### config.mk
export PLATFORM = sky130hd
export DESIGN_NAME = segment_register_bank_flat
export DESIGN_NICKNAME = d
export VERILOG_FILES = /design/src/rtl/segment_register_bank_if.sv /design/src/rtl/segment_register_bank.sv /design/src/flat_wrapper.sv
export SDC_FILE = /design/constraint.sdc
export NUM_CORES = 1
export LEC_CHECK = 0
export BUFFER_PORTS_ARGS = -buffer_cell sky130_fd_sc_hd__buf_4
export CAP_MARGIN = 20
export CORE_MARGIN = 1
export CORE_UTILIZATION = 55
export CTS_BUF_LIST = sky130_fd_sc_hd__clkbuf_16
export DETAILED_ROUTE_END_ITERATION = 10
export GPL_ROUTABILITY_DRIVEN = 0
export PLACE_DENSITY_LB_ADDON = 0.05
export SLEW_MARGIN = 20
export SYNTH_ARGS = -nofsm -noshare
export SYNTH_HDL_FRONTEND = slang
export SYNTH_SLANG_ARGS = --single-unit
### constraint.sdc
create_clock -name clk -period 4.2 [get_ports clk]
set_clock_uncertainty 0.1 [all_clocks]
set_input_delay 0.84 -clock clk [delete_from_list [all_inputs] [get_ports clk]]
set_output_delay 0.84 -clock clk [all_outputs]
set_load 0.03 [all_outputs]
### src/rtl/segment_register_bank_if.sv
// Bus between the execution/microcode unit (master) and the segment register
// bank (slave): write/snapshot/restore controls, the read port and the flat register view.
interface segment_register_bank_if #(
    parameter int NUM_REGS = 4,
    parameter int WIDTH    = 16
);
    localparam int IDW = $clog2(NUM_REGS);

    logic                      we;
    logic [IDW-1:0]            write_id;
    logic [WIDTH-1:0]          write_data;
    logic [WIDTH/8-1:0]        byte_en;
    logic [IDW-1:0]            rd_id;
    logic [WIDTH-1:0]          rd_data;
    logic                      snapshot;
    logic                      restore;
    logic                      snap_valid;
    logic                      instr_done;
    logic                      irq_inhibit;
    logic [NUM_REGS*WIDTH-1:0] registers;

    modport master (
        output we, write_id, write_data, byte_en, rd_id, snapshot, restore, instr_done,
        input  rd_data, snap_valid, irq_inhibit, registers
    );
    modport slave (
        input  we, write_id, write_data, byte_en, rd_id, snapshot, restore, instr_done,
        output rd_data, snap_valid, irq_inhibit, registers
    );
endinterface

### src/rtl/segment_register_bank.sv
// Parametrised segment register file with byte-lane writes, read bypass,
// a one-deep snapshot/restore shadow bank and a post-SS-write interrupt-inhibit window.
module segment_register_bank #(
    parameter int               NUM_REGS     = 4,
    parameter int               WIDTH        = 16,
    parameter logic [WIDTH-1:0] RESET_VALUE0 = WIDTH'(16'hFFFF),
    parameter int               INHIBIT_ID   = 2,
    parameter int               INHIBIT_LEN  = 1
) (
    input logic                    clk,
    input logic                    reset_n,
    segment_register_bank_if.slave bus
);
    localparam int IDW = $clog2(NUM_REGS);
    localparam int NB  = WIDTH / 8;

    if ((WIDTH % 8) != 0 || WIDTH < 8) begin : g_bad_width
        $error("segment_register_bank: WIDTH must be a nonzero multiple of 8");
    end
    if (NUM_REGS < 2) begin : g_bad_count
        $error("segment_register_bank: NUM_REGS must be at least 2");
    end
    if (INHIBIT_LEN < 1 || INHIBIT_LEN > 7 || INHIBIT_ID < 0 || INHIBIT_ID >= NUM_REGS) begin : g_bad_inh
        $error("segment_register_bank: INHIBIT_ID/INHIBIT_LEN out of range");
    end

    logic [NUM_REGS-1:0][WIDTH-1:0] live_q, live_d, shadow_q, shadow_d;
    logic                           snap_valid_q, snap_valid_d;
    logic [2:0]                     inh_q, inh_d;
    logic                           irq_q, irq_d;

    logic [WIDTH-1:0] lane_mask, rd_live, rd_data;
    logic             restore_eff, wr_eff, wr_inh, rd_hit;

    always_comb begin
        lane_mask = '0;
        for (int b = 0; b < NB; b++) lane_mask[8*b +: 8] = {8{bus.byte_en[b]}};

        restore_eff = bus.restore && snap_valid_q;
        wr_eff      = bus.we && !restore_eff;
        wr_inh      = wr_eff && (bus.write_id == IDW'(INHIBIT_ID)) && (|bus.byte_en);

        // Out-of-range read ids match no entry and fall through to zero.
        rd_live = '0;
        rd_hit  = 1'b0;
        for (int r = 0; r < NUM_REGS; r++) begin
            if (bus.rd_id == IDW'(r)) begin
                rd_live = live_q[r];
                rd_hit  = 1'b1;
            end
        end
        rd_data = rd_live;
        if (wr_eff && rd_hit && (bus.write_id == bus.rd_id))
            rd_data = (bus.write_data & lane_mask) | (rd_live & ~lane_mask);

        live_d = live_q;
        if (restore_eff) begin
            live_d = shadow_q;
        end else if (bus.we) begin
            for (int r = 0; r < NUM_REGS; r++)
                if (bus.write_id == IDW'(r))
                    live_d[r] = (bus.write_data & lane_mask) | (live_q[r] & ~lane_mask);
        end

        // Snapshot captures pre-edge live values, so a same-cycle write is not in it.
        shadow_d     = (bus.snapshot && !restore_eff) ? live_q : shadow_q;
        snap_valid_d = restore_eff ? 1'b0 : (bus.snapshot ? 1'b1 : snap_valid_q);

        inh_d = inh_q;
        if (restore_eff)                        inh_d = '0;
        else if (wr_inh)                        inh_d = 3'(INHIBIT_LEN);
        else if (bus.instr_done && inh_q != '0) inh_d = inh_q - 3'd1;
        irq_d = (inh_d != '0);
    end

    always_ff @(posedge clk or negedge reset_n) begin
        if (!reset_n) begin
            live_q       <= '0;
            live_q[0]    <= RESET_VALUE0;
            shadow_q     <= '0;
            shadow_q[0]  <= RESET_VALUE0;
            snap_valid_q <= 1'b0;
            inh_q        <= '0;
            irq_q        <= 1'b0;
        end else begin
            live_q       <= live_d;
            shadow_q     <= shadow_d;
            snap_valid_q <= snap_valid_d;
            inh_q        <= inh_d;
            irq_q        <= irq_d;
        end
    end

    assign bus.rd_data     = rd_data;
    assign bus.snap_valid  = snap_valid_q;
    assign bus.irq_inhibit = irq_q;
    assign bus.registers   = live_q;
endmodule

### src/flat_wrapper.sv
// flat-port wrapper written by rule: the top's interface ports become plain ports
module segment_register_bank_flat 
#(
    parameter int               NUM_REGS     = 4,
    parameter int               WIDTH        = 16,
    parameter logic [WIDTH-1:0] RESET_VALUE0 = WIDTH'(16'hFFFF),
    parameter int               INHIBIT_ID   = 2,
    parameter int               INHIBIT_LEN  = 1
)
  (clk, reset_n, bus_we, bus_write_id, bus_write_data, bus_byte_en, bus_rd_id, bus_snapshot, bus_restore, bus_instr_done, bus_rd_data, bus_snap_valid, bus_irq_inhibit, bus_registers);
  segment_register_bank_if #(.NUM_REGS(NUM_REGS), .WIDTH(WIDTH)) bus_i ();
  input logic clk;
  input logic reset_n;
  input wire logic [$bits(bus_i.we)-1:0] bus_we;
  input wire logic [$bits(bus_i.write_id)-1:0] bus_write_id;
  input wire logic [$bits(bus_i.write_data)-1:0] bus_write_data;
  input wire logic [$bits(bus_i.byte_en)-1:0] bus_byte_en;
  input wire logic [$bits(bus_i.rd_id)-1:0] bus_rd_id;
  input wire logic [$bits(bus_i.snapshot)-1:0] bus_snapshot;
  input wire logic [$bits(bus_i.restore)-1:0] bus_restore;
  input wire logic [$bits(bus_i.instr_done)-1:0] bus_instr_done;
  output wire logic [$bits(bus_i.rd_data)-1:0] bus_rd_data;
  output wire logic [$bits(bus_i.snap_valid)-1:0] bus_snap_valid;
  output wire logic [$bits(bus_i.irq_inhibit)-1:0] bus_irq_inhibit;
  output wire logic [$bits(bus_i.registers)-1:0] bus_registers;
  assign bus_i.we = bus_we;
  assign bus_i.write_id = bus_write_id;
  assign bus_i.write_data = bus_write_data;
  assign bus_i.byte_en = bus_byte_en;
  assign bus_i.rd_id = bus_rd_id;
  assign bus_i.snapshot = bus_snapshot;
  assign bus_i.restore = bus_restore;
  assign bus_i.instr_done = bus_instr_done;
  assign bus_rd_data = bus_i.rd_data;
  assign bus_snap_valid = bus_i.snap_valid;
  assign bus_irq_inhibit = bus_i.irq_inhibit;
  assign bus_registers = bus_i.registers;
  segment_register_bank #(.NUM_REGS(NUM_REGS), .WIDTH(WIDTH), .RESET_VALUE0(RESET_VALUE0), .INHIBIT_ID(INHIBIT_ID), .INHIBIT_LEN(INHIBIT_LEN)) u_core (.clk(clk), .reset_n(reset_n), .bus(bus_i));
endmodule
==> summary.md <==
| Metric | Value |
|---|---|
| Main synth FF type | `dfrtp_1` |
| Final wirelength | `14.7 mm` |
| R2r startpoint | `u_core.bus.snap_valid$_DFFE_PN0P_` |
| Cells along the critical path | `buf_4 -> and2_2 -> nor2b_2 -> nand3_2 -> mux2_2 -> buf_4` |
| Async SR Flop Fraction | `1.00` |
| Slew Viols, Final | `0` |
| Most frequent CP cell | `buf_4` |
| Routed vias | `4533` |
| Slowest CP cell | `and2_2` |
| Clk pin slew, worst setup/hold paths | `50 ps` |
| Hold_buf cts | `0` |
| Mapped Cells | `504` |
| I/O pin count | `110` |
| Worst-margin pin slew | `799 ps` |
| Number of synthesized flops with an enable pin | `0` |
| Worst-skew pair later-pin latency | `410 ps` |
| Total Die Area | `11800 sq um` |
| Sink Count | `133` |
| R2r setup slk | `1690 ps` |
| Area leader, netlist | `dfrtp_1` |
| Post-CTS Repair Setup Buffers | `0` |
| Fin crit share | `0.795` |
| Syn Area/Cell | `12.4 sq um` |
| Netlist cell types | `39` |
| Post-route worst setup slack | `861 ps` |
| Pre-CTS setup slack | `834 ps` |
| Dpl hpwl | `9.14 mm` |
| CP Class | `input port to output pin` |
| Clock Path Buffers | `2` |
| CP bufs+invs | `2` |
| CTS tree | `built` |
| Commonest non-fill, non-tap cell in the layout | `buf_4` |
| Tot GR Track Use | `0.275` |
| Max-Cap Viols | `0` |
| Power Total | `4.25 mW` |
| CP Data Required Time | `3260 ps` |
| Root Driver | `clkbuf_16` |
| Nets | `632` |
| CTS buffer count | `17` |
| DRC | `0` |
| FMAX | `300 MHz` |
| R2R cell count | `5` |
| GRT Residual Overflow | `0` |
| Status | `completed` |
| Starting DRT DRC Count | `369` |
| Final setup violation count | `0` |
| CP startpoint | `bus_restore` |
| Post-synth top area share | `0.405` |
| RSZ-0062 raised after global routing | `no` |
| Area growth syn-to-layout | `21.8%` |
| Post-synthesis sequential area ratio | `0.540` |
| # fillers | `833` |
| TritonRoute pass-1 iters | `5` |
| Most frequent cells in the layout | `114 x buf_4, 101 x dfrtp_1, 74 x mux2_2, 66 x nand2_1, 64 x a22oi_1` |
| Arrival time worst endpoint | `2400 ps` |
| Post-route minimum period | `3340 ps` |
| Final hold violation count | `0` |
| Pwr per Cell Area | `559 nW/um^2` |
| Largest net degree at the start of global routing | `91` |
| Hold Path Class | `input port to asynchronous set/reset pin` |
| Port Buffers | `109` |
| WL/cell | `19.5 um` |
| Top post-synthesis cells by area | `dfrtp_1 40%, dfstp_2 13%, mux2_2 13%` |
| Final ANT Viol Nets | `0` |
| Leak Pwr | `3.46 nW` |
| Crit-path max cell delay | `540 ps` |
| Synthesized Nets | `534` |
| Flops & latches, synth | `133` |
| H-tree depth | `4` |
| FP Rows | `38` |
| Crit start category | `input port` |
| Layout cells sized above 1 | `0.446` |
| CP endpoint | `bus_rd_data[8]` |
| Mapped Area | `6240 sq um` |
| Antenna cells | `0` |
| Worst path depth | `6` |
| Die Y | `109 um` |
| First-pass GRT wire length | `24.1 mm` |
| Max VDD drop | `0.000340 V` |
| Vias per cell | `6.00` |
| Final cell utilization of the core | `0.695` |
| CTS resizes | `0` |
| Total negative slack | `0 ps` |
| Core Box Area | `10900 sq um` |
| Warnings, synthesis | `0` |
| Max_slew headroom | `0.465` |
| CP top delay family | `simple AND/OR/NAND/NOR gates` |
| Die W | `109 um` |
| Initial Util | `0.571` |
| Crit Path Max Fanout | `27` |
| Antenna violations before repair | `0` |
| RR Endpoint | `u_core.shadow_q[47]$_DFFE_PN0P_` |
| Vias in the first global route | `4607` |
| CP endpoint kind | `output pin` |
## area by class of cell
| cell class | instances | area [sq um] | share of cell area |
|---|---|---|---|
| Clock buffer | 17 | 425 | 0.0559 |
| Clock inverter | 15 | 62.6 | 0.00823 |
| Sequential cell | 133 | 3370 | 0.443 |
| Tap cell | 140 | 175 | 0.0230 |
| Timing Repair Buffer | 116 | 896 | 0.118 |
| Multi-Input combinational cell | 330 | 2660 | 0.350 |
| Inverter | 4 | 15.0 | 0.00197 |
## how the worst min path moves through the flow
stage	start	cells after the start	endpoint	slack, ps
CTS	reset_n	1	u_core.bus.irq_inhibit$_DFF_PN0_	340
finish	reset_n	1	u_core.bus.irq_inhibit$_DFF_PN0_	320
detailed placement	u_core.shadow_q[52]$_DFFE_PN0P_	1	u_core.shadow_q[52]$_DFFE_PN0P_	380
global placement	u_core.shadow_q[52]$_DFFE_PN0P_	1	u_core.shadow_q[52]$_DFFE_PN0P_	370
global route	reset_n	1	u_core.bus.irq_inhibit$_DFF_PN0_	370
floorplan	u_core.shadow_q[52]$_DFFE_PN0P_	1	u_core.shadow_q[52]$_DFFE_PN0P_	360
## where the power goes
group / internal (mW) / leakage, nW / switching [mW]
clock: 0.723 / 0.271 / 0.501
combinational: 0.517 / 1.53 / 0.683
sequential: 1.61 / 1.66 / 0.217
## Yosys cell counts, types with 2 or more instances
library cell / number
a41oi_1: 2
inv_1: 4
mux2_1: 6
a21oi_2: 2
mux2_2: 74
a22oi_1: 64
a31oi_2: 2
dfstp_2: 32
mux4_2: 16
xor2_1: 2
o21ai_0: 63
dfrtp_1: 101
mux2i_1: 2
ha_1: 2
nor2_1: 4
a31oi_4: 2
buf_2: 30
o21ai_1: 2
nor2b_1: 5
buf_4: 5
nand2_1: 66
## per-layer routing
layer / wire, um / GRT usage / part of all wire / vias to the layer above
met3: 642 / 0.0561 / 0.044 / 17
met4: 250 / 0.0994 / 0.017 / 0
li1: - / - / - / 2063
met1: 6320 / 0.357 / 0.43 / 2314
met2: 7520 / 0.457 / 0.51 / 139
met5: 0 / 0 / 0 / -
## cell families (layout without fill, tap and decap cells)
logic type,Yosys count,after routing,share of synthesized area
XOR/XNOR,3,3,0.00421
AO/OA/AOI/OAI,143,143,0.153
AND/OR/NAND/NOR,84,84,0.0593
buffers and inverters,41,152,0.0349
adder cells (fa/ha/maj),2,2,0.00401
flip-flops,133,133,0.540
multiplexers,98,98,0.205
## stage by stage
stage               cells  instance area (sq um)  hold WS, ps
floorplan             504                   6240          359
global placement      723                   7120          368
detailed placement    723                   7120          380
CTS                   755                   7600          338
global route          755                   7600          369
finish                755                   7600          324
No activity file was read; power rests on OpenSTA's default activity.
